### config.mk
export PLATFORM = sky130hd
export DESIGN_NAME = bcd_scan_display
export DESIGN_NICKNAME = d
export VERILOG_FILES = /design/src/rtl/bcd_scan_display.sv
export SDC_FILE = /design/constraint.sdc
export NUM_CORES = 1
export LEC_CHECK = 0
export ABC_AREA = 1
export CORE_ASPECT_RATIO = 1.2
export CORE_MARGIN = 1
export CORE_UTILIZATION = 35
export DETAILED_ROUTE_END_ITERATION = 6
export GPL_ROUTABILITY_DRIVEN = 0
export PLACE_DENSITY = 0.64
export SYNTH_ARGS = -nofsm -noshare
export SYNTH_HDL_FRONTEND = slang
export SYNTH_SLANG_ARGS = --single-unit
### constraint.sdc
create_clock -name clk -period 4.4 [get_ports clk]
set_clock_uncertainty 0.1 [all_clocks]
set_input_delay 0.66 -clock clk [delete_from_list [all_inputs] [get_ports clk]]
set_output_delay 0.66 -clock clk [all_outputs]
set_load 0.02 [all_outputs]
### src/rtl/bcd_scan_display.sv
// rtl/bcd_scan_display.sv - multiplexed BCD seven-segment scan driver with double-buffered digits
// Optional hex glyphs for codes 10..15 enabled by defining SEG_HEX_EN.
module bcd_scan_display #(
    parameter int NUM_DIGITS    = 4,
    parameter int REFRESH_DIV   = 50000,
    parameter int ACTIVE_LOW_AN = 1
) (
    input  logic                    clk,
    input  logic                    rst,
    input  logic                    load,
    input  logic [4*NUM_DIGITS-1:0] bcd_in,
    input  logic [NUM_DIGITS-1:0]   dp_in,
    input  logic                    blank_lz,
    output logic [7:0]              segment,
    output logic [NUM_DIGITS-1:0]   anode,
    output logic                    frame_done
);

    localparam int IDX_W = (NUM_DIGITS > 1) ? $clog2(NUM_DIGITS) : 1;
    localparam int DIV_W = (REFRESH_DIV > 1) ? $clog2(REFRESH_DIV) : 1;
    localparam logic [IDX_W-1:0] LAST_IDX = IDX_W'(NUM_DIGITS - 1);
    localparam logic [DIV_W-1:0] LAST_DIV = DIV_W'(REFRESH_DIV - 1);

    logic [DIV_W-1:0]        div_cnt;
    logic [IDX_W-1:0]        digit_idx;
    logic [4*NUM_DIGITS-1:0] active_bcd;
    logic [NUM_DIGITS-1:0]   active_dp;
    logic [4*NUM_DIGITS-1:0] pending_bcd;
    logic [NUM_DIGITS-1:0]   pending_dp;
    logic                    pending_valid;

    logic                    tick;
    logic                    frame_wrap;
    logic [3:0]              cur_digit;
    logic [7:0]              code;
    logic [NUM_DIGITS-1:0]   blank_mask;
    logic                    seen_nz;
    logic [7:0]              segment_nxt;
    logic [NUM_DIGITS-1:0]   an_onehot;

    function automatic logic [7:0] decode(input logic [3:0] v);
        logic [7:0] c;
        case (v)
            4'd0:    c = 8'hFC;
            4'd1:    c = 8'h60;
            4'd2:    c = 8'hDA;
            4'd3:    c = 8'hF2;
            4'd4:    c = 8'h66;
            4'd5:    c = 8'hB6;
            4'd6:    c = 8'hBE;
            4'd7:    c = 8'hE0;
            4'd8:    c = 8'hFE;
            4'd9:    c = 8'hF6;
`ifdef SEG_HEX_EN
            4'd10:   c = 8'hEE;
            4'd11:   c = 8'h3E;
            4'd12:   c = 8'h9C;
            4'd13:   c = 8'h7A;
            4'd14:   c = 8'h9E;
            default: c = 8'h8E;
`else
            default: c = 8'h00;
`endif
        endcase
        return c;
    endfunction

    assign tick       = (div_cnt == LAST_DIV);
    assign frame_wrap = tick && (digit_idx == LAST_IDX);

    always_comb begin
        cur_digit  = active_bcd[{digit_idx, 2'b00} +: 4];
        seen_nz    = 1'b0;
        blank_mask = '0;
        // Walk from the most significant digit; blank zeros until the first nonzero.
        for (int i = NUM_DIGITS - 1; i >= 1; i--) begin
            if (active_bcd[4*i +: 4] != 4'd0) begin
                seen_nz = 1'b1;
            end
            blank_mask[i] = ~seen_nz;
        end
        code        = decode(cur_digit);
        segment_nxt = {code[7:1], active_dp[digit_idx]};
        if (blank_lz && blank_mask[digit_idx]) begin
            segment_nxt[7:1] = 7'd0;
        end
        an_onehot            = '0;
        an_onehot[digit_idx] = 1'b1;
    end

    always_ff @(posedge clk) begin
        if (rst) begin
            div_cnt       <= '0;
            digit_idx     <= '0;
            active_bcd    <= '0;
            active_dp     <= '0;
            pending_bcd   <= '0;
            pending_dp    <= '0;
            pending_valid <= 1'b0;
            segment       <= 8'h00;
            anode         <= (ACTIVE_LOW_AN != 0) ? '1 : '0;
            frame_done    <= 1'b0;
        end else begin
            div_cnt <= tick ? '0 : div_cnt + 1'b1;
            if (tick) begin
                digit_idx <= (digit_idx == LAST_IDX) ? '0 : digit_idx + 1'b1;
            end
            if (frame_wrap && pending_valid) begin
                active_bcd    <= pending_bcd;
                active_dp     <= pending_dp;
                pending_valid <= 1'b0;
            end
            // A load on the commit cycle lands in pending after the old value moves out.
            if (load) begin
                pending_bcd   <= bcd_in;
                pending_dp    <= dp_in;
                pending_valid <= 1'b1;
            end
            segment    <= segment_nxt;
            anode      <= (ACTIVE_LOW_AN != 0) ? ~an_onehot : an_onehot;
            frame_done <= frame_wrap;
        end
    end

endmodule
### Word-level counts from Yosys, hierarchy flattened

Memories as Yosys holds them, arrays and structs flattened. A register that Yosys moved wholly into a read port is not among the register bits.
Index checks and enable logic that the tools add are counted.

* bits in registers: 65
* memory bits (read-only): 112
* input bits: 24
* memories kept: 1

Memories
* (no name shown): depth 16, width 7, read ports 1, clocked after Yosys merged registers in 1, wr ports 0, RTL line 43 `case (v)`

* add/subtract/negate cells: 2
* order comparisons: 2
* equality and inequality tests: 2
* shifts and indexed selects: 1
* muxes and demuxes: 12
* bitwise gates (word level): 4
* reductions and logical operators: 10

Operators with widths (number)
* $add A16 B1 Y16 const B: 1
* $eq A16 B16 Y1 const B: 1
* $shiftx A16 B5 Y4: 1
* $reduce_bool A4 Y1: 3
* $mux W1: 8
* $bmux W1 S2: 2
* $logic_and A1 B1 Y1: 4
* $not A4 Y4: 1
* $reduce_or A2 Y1: 2
* $lt A2 B3 Y1 const B: 1
* $not A1 Y1: 3
* $add A2 B1 Y2 const B: 1
* $demux W1 S2: 1
* $eq A2 B2 Y1 const B: 1
* $ge A2 B1 Y1 const B: 1
* $mux W2: 1
* $reduce_bool A2 Y1: 1

### Logic depth before layout (Yosys ltp)

* depth after elaboration: 9
* mapped depth: 11
* gate-level depth less buffers: 11

### Least setup slack after synthesis

Ideal clock, no wire load.

* path kind: register to register
* start: register digit_idx[0]
* end: register segment[4]
* library setup time: 117 ps
* data arrival time: 1604 ps
* data required time: 4183 ps
* slack: 2579 ps
* cell stages (with the launch flop): 10
* buffers on the path: 1
* clock period less this slack: 1821 ps
* path through: dfxtp_1 buf_4 nand2_1 a32oi_1 inv_1 ha_1 nand2_1 nand2_1 nor2_1 nor2_1

* longest elaborated chain between the ends: 4

RTL lines
* start, declared: RTL line 25 `logic [IDX_W-1:0] digit_idx;`
* start signal, assigned: RTL line 106 `digit_idx <= (digit_idx == LAST_IDX) ? '0 : digit_idx + 1'b1;`
* $bmux W1 S2: RTL line 84 `if (blank_lz && blank_mask[digit_idx]) begin`
* $mux W1 (implied by the code): RTL line 84
* $logic_and A1 B1 Y1: RTL line 84
* $reduce_or A2 Y1 (no line)
* end, declared: RTL line 14 `output logic [7:0] segment,`

Parallel ways exist; a longest one is shown, timed or not. The select of a mux whose other input is x is not followed.
A chain may end at the register's enable or synchronous reset.

### Worst setup path after layout

* start: register digit_idx[0]
* end: register active_bcd[13]

* longest elaborated chain between the ends: 3

RTL lines
* $eq A2 B2 Y1: RTL line 69 `assign frame_wrap = tick && (digit_idx == LAST_IDX);`
* $logic_and A1 B1 Y1: RTL line 69
* $logic_and A1 B1 Y1: RTL line 108 `if (frame_wrap && pending_valid) begin`
* end signal, assigned: RTL line 109 `active_bcd <= pending_bcd;`
* end, declared: RTL line 26 `logic [4*NUM_DIGITS-1:0] active_bcd;`

No other way between the ends.

==> results.sh <==
export IMPL_post_cts_buffers=0
export IMPL_yosysTopAreaCellShare=0.457
export IMPL_synth_top_area_cell="dfxtp_1"
export IMPL_r2r_cells=4
export IMPL_grt_pass1_vias=2537
export IMPL_final_cell_area_um2=3760
export IMPL_worstMarginPinSlew_ps=796
export IMPL_die_h_um=106
export IMPL_rsz0062_at_grt="no"
export IMPL_start_kind="flop"
export IMPL_post_dp_cell_area_um2=3570
export IMPL_hold_path_depth=1
export IMPL_crit_chain="ha_1, nand3_1, nand2_1, a21oi_1"
export IMPL_cp_arrival_ps=2770
export IMPL_power_uw=1260
export IMPL_grt_util_all_layers=0.157
export IMPL_via_per_inst=4.74
export IMPL_grt_pass1_wl_mm=11.4
export IMPL_ys_warn_count=0
export IMPL_drc=0
export IMPL_setup_viol=0
export IMPL_ys_async_sr_fraction=0
export IMPL_grt_start_max_net_pins=28
export IMPL_netlist_area_um2=3150
export IMPL_dp_hpwl_mm=4.50
export IMPL_synthTopCellsByArea="dfxtp_1 46%, nand2_1 9.3%, nor2_1 8.9%"
export IMPL_cts_sinks=72
export IMPL_io_pins=37
export IMPL_synth_edf_count=0
export IMPL_wire_per_inst_um=11.3
export IMPL_rrSetupSlack_ps=1770
export IMPL_drt_wl_total_mm=6.49
export IMPL_post_route_period_util=0.597
export IMPL_slew_headroom=0.469
export IMPL_ys_flop_type="dfxtp_1"
export IMPL_start_util=0.364
export IMPL_globalRouteMet3Util=0.0427
export IMPL_antenna_found_initial=0
export IMPL_cts_max_level=3
export IMPL_die_area_um2=9400
export IMPL_min_path_type="flop to flop"
export IMPL_crit_path_max_incr_delay_ps=770
export IMPL_clk_latency_ps=360
export IMPL_dr_pass1_iters=4
export IMPL_tns_ps=0
export IMPL_fillers=880
export IMPL_top_usage_layer="met2"
export IMPL_drive_above_1_share=0.0659
export IMPL_max_freq_mhz=381
export IMPL_ctsResizeCount=0
export IMPL_worstPathMaxFanout=24
export IMPL_place_inst=557
export IMPL_synth_seq_cells=72
export IMPL_holdCritStartpoint="div_cnt[0]$_SDFF_PP0_"
export IMPL_cp_slowest_cell="ha_1"
export IMPL_maxSlewViolCount=0
export IMPL_cts_buffer_depth=2
export IMPL_num_antenna_cells=0
export IMPL_cts_buffers=9
export IMPL_fp_row_count=37
export IMPL_core_area_um2=8660
export IMPL_synth_distinct_cells=26
export IMPL_multi_input_area_um2=1490
export IMPL_synth_common_cells="78 x nand2_1, 75 x nor2_1, 72 x dfxtp_1"
export IMPL_drv_cap=0
export IMPL_rr_endpoint="active_bcd[13]$_SDFFE_PP0P_"
export IMPL_seqCellArea_um2=1440
export IMPL_p_leak_uw=0.00143
export IMPL_io_buffers=36
export IMPL_synth_most_common_cell="nand2_1"
export IMPL_ys_seq_area_frac=0.457
export IMPL_post_route_util=0.434
export IMPL_critical_path_class="flop to flop"
export IMPL_gr_total_overflow=0
export IMPL_endpoint_kind="flop"
export IMPL_root_buffer="clkbuf_8"
export IMPL_power_per_cell_area_nw_per_um2=335
export IMPL_drt_iter0_drc=132
export IMPL_whs_endpoint="div_cnt[0]$_SDFF_PP0_"
export IMPL_cts_tree="done"
export IMPL_syn_nets=457
export IMPL_final_cells=572
export IMPL_vias=2712
export IMPL_r2r_start="digit_idx[0]$_SDFFE_PP0N_"
export IMPL_status="completed"
export IMPL_finalHoldViolations=0
export IMPL_grt_util_met2=0.236
export IMPL_syn_inst=422
export IMPL_dieWidth_um=88.7
export IMPL_clk_pin_slew_ps=80
export IMPL_ant_nets=0
export IMPL_vdd_drop_max_mv=0.195
export IMPL_critPathRequiredTime_ps=4540
export IMPL_design_final_nets=486
export IMPL_area_growth_pct=19.2
export IMPL_met1_usage=0.202
export IMPL_period_needed_ps=2630
export IMPL_avgSynthCellArea_um2=7.47
export IMPL_cts_hold_buf=0
-- registers in the layout, summed over array words and instances, names as in the netlist --
name and flops:
anode 4, pending_valid 1, active_dp 4, div_cnt 16, active_bcd 16, pending_bcd 16
pending_dp 4, segment 8, frame_done 1, digit_idx 2
-- area by class of cell --
| cell class | count | share of cell area |
|---|---|---|
| clock buffer | 10 | 0.0340 |
| sequential | 72 | 0.383 |
| inverter | 34 | 0.0340 |
| multi-input combinational | 297 | 0.396 |
| clock inverter | 5 | 0.0156 |
| tap | 117 | 0.0389 |
| timing repair buffer | 37 | 0.0979 |
-- worst max-delay path: cells and delay by family, from the launching register on --
kind,cells,cell delay [ps]
fa+ha+maj,1,770
compound gates,1,80
flops,1,640
simple gates,2,920
-- cell usage in the layout (no fill, tap or decap) --
cell             netlist  routed
nor3_2                 1       1
xor2_1                 4       4
clkbuf_1              13       1
nand2_2                2       2
clkinv_4               0       1
nor2_8                 2       2
nand3_4                1       1
o21ai_0               31      31
clkdlybuf4s50_1        0      36
buf_4                  2       1
bufinv_16              0       1
nand3_1               14      14
clkinv_2               0       1
o21ai_2                1       1
nor2_2                 1       1
a21oi_1               36      36
nor2_1                75      75
clkbuf_8               0       9
clkinvlp_4             0       2
inv_2                  7       7
nand2_1               78      78
nor3b_1                1       1
nor3_1                 8       8
o21ai_1                2       2
ha_1                  11      11
inv_1                 27      27
nand4_1               27      27
a32oi_1                1       1
dfxtp_1               72      72
nor4_1                 1       1
-- power by group --
group,switching (uW),internal [uW]
logic,34.9,35.3
registers,12.6,670
clock network,249,259
-- metal layers --
metal / routed length, um / part of all wire / vias up
met1: 3150 / 0.49 / 1191
met3: 278 / 0.043 / 14
met2: 2880 / 0.44 / 61
met5: 0 / 0 / -
met4: 175 / 0.027 / 0
li1: - / - / 1446
-- how the worst max path moves through the flow --
stage	startpoint	end	slack [ps]	cells after the start
after floorplan	digit_idx[0]$_SDFFE_PP0N_	segment[4]$_SDFF_PP0_	2580	9
after global placement	digit_idx[0]$_SDFFE_PP0N_	active_bcd[8]$_SDFFE_PP0P_	1850	4
after global routing	digit_idx[0]$_SDFFE_PP0N_	active_bcd[14]$_SDFFE_PP0P_	1490	4
final	digit_idx[0]$_SDFFE_PP0N_	active_bcd[13]$_SDFFE_PP0P_	1770	4
after detailed placement	digit_idx[0]$_SDFFE_PP0N_	active_bcd[13]$_SDFFE_PP0P_	1760	4
after CTS	digit_idx[0]$_SDFFE_PP0N_	active_bcd[13]$_SDFFE_PP0P_	1750	4
-- kinds of logic (layout without fill, tap and decap cells) --
kind of cell,Yosys count,in the layout,share of synthesized area
AO/OA/AOI/OAI,71,71,0.115
AND/OR/NAND/NOR,211,211,0.302
XOR/XNOR,4,4,0.0111
flip-flops,72,72,0.457
buffers and inverters,53,86,0.0710
adder cells (fa/ha/maj),11,11,0.0436
-- stage by stage --
stage | worst slack [ps] | hold slack [ps]
detailed placement | 1760 | 354
CTS | 1750 | 361
floorplan | 2580 | 317
finish | 1770 | 355
global route | 1490 | 388
global placement | 1850 | 329
No activity file was read; power rests on OpenSTA's default activity.
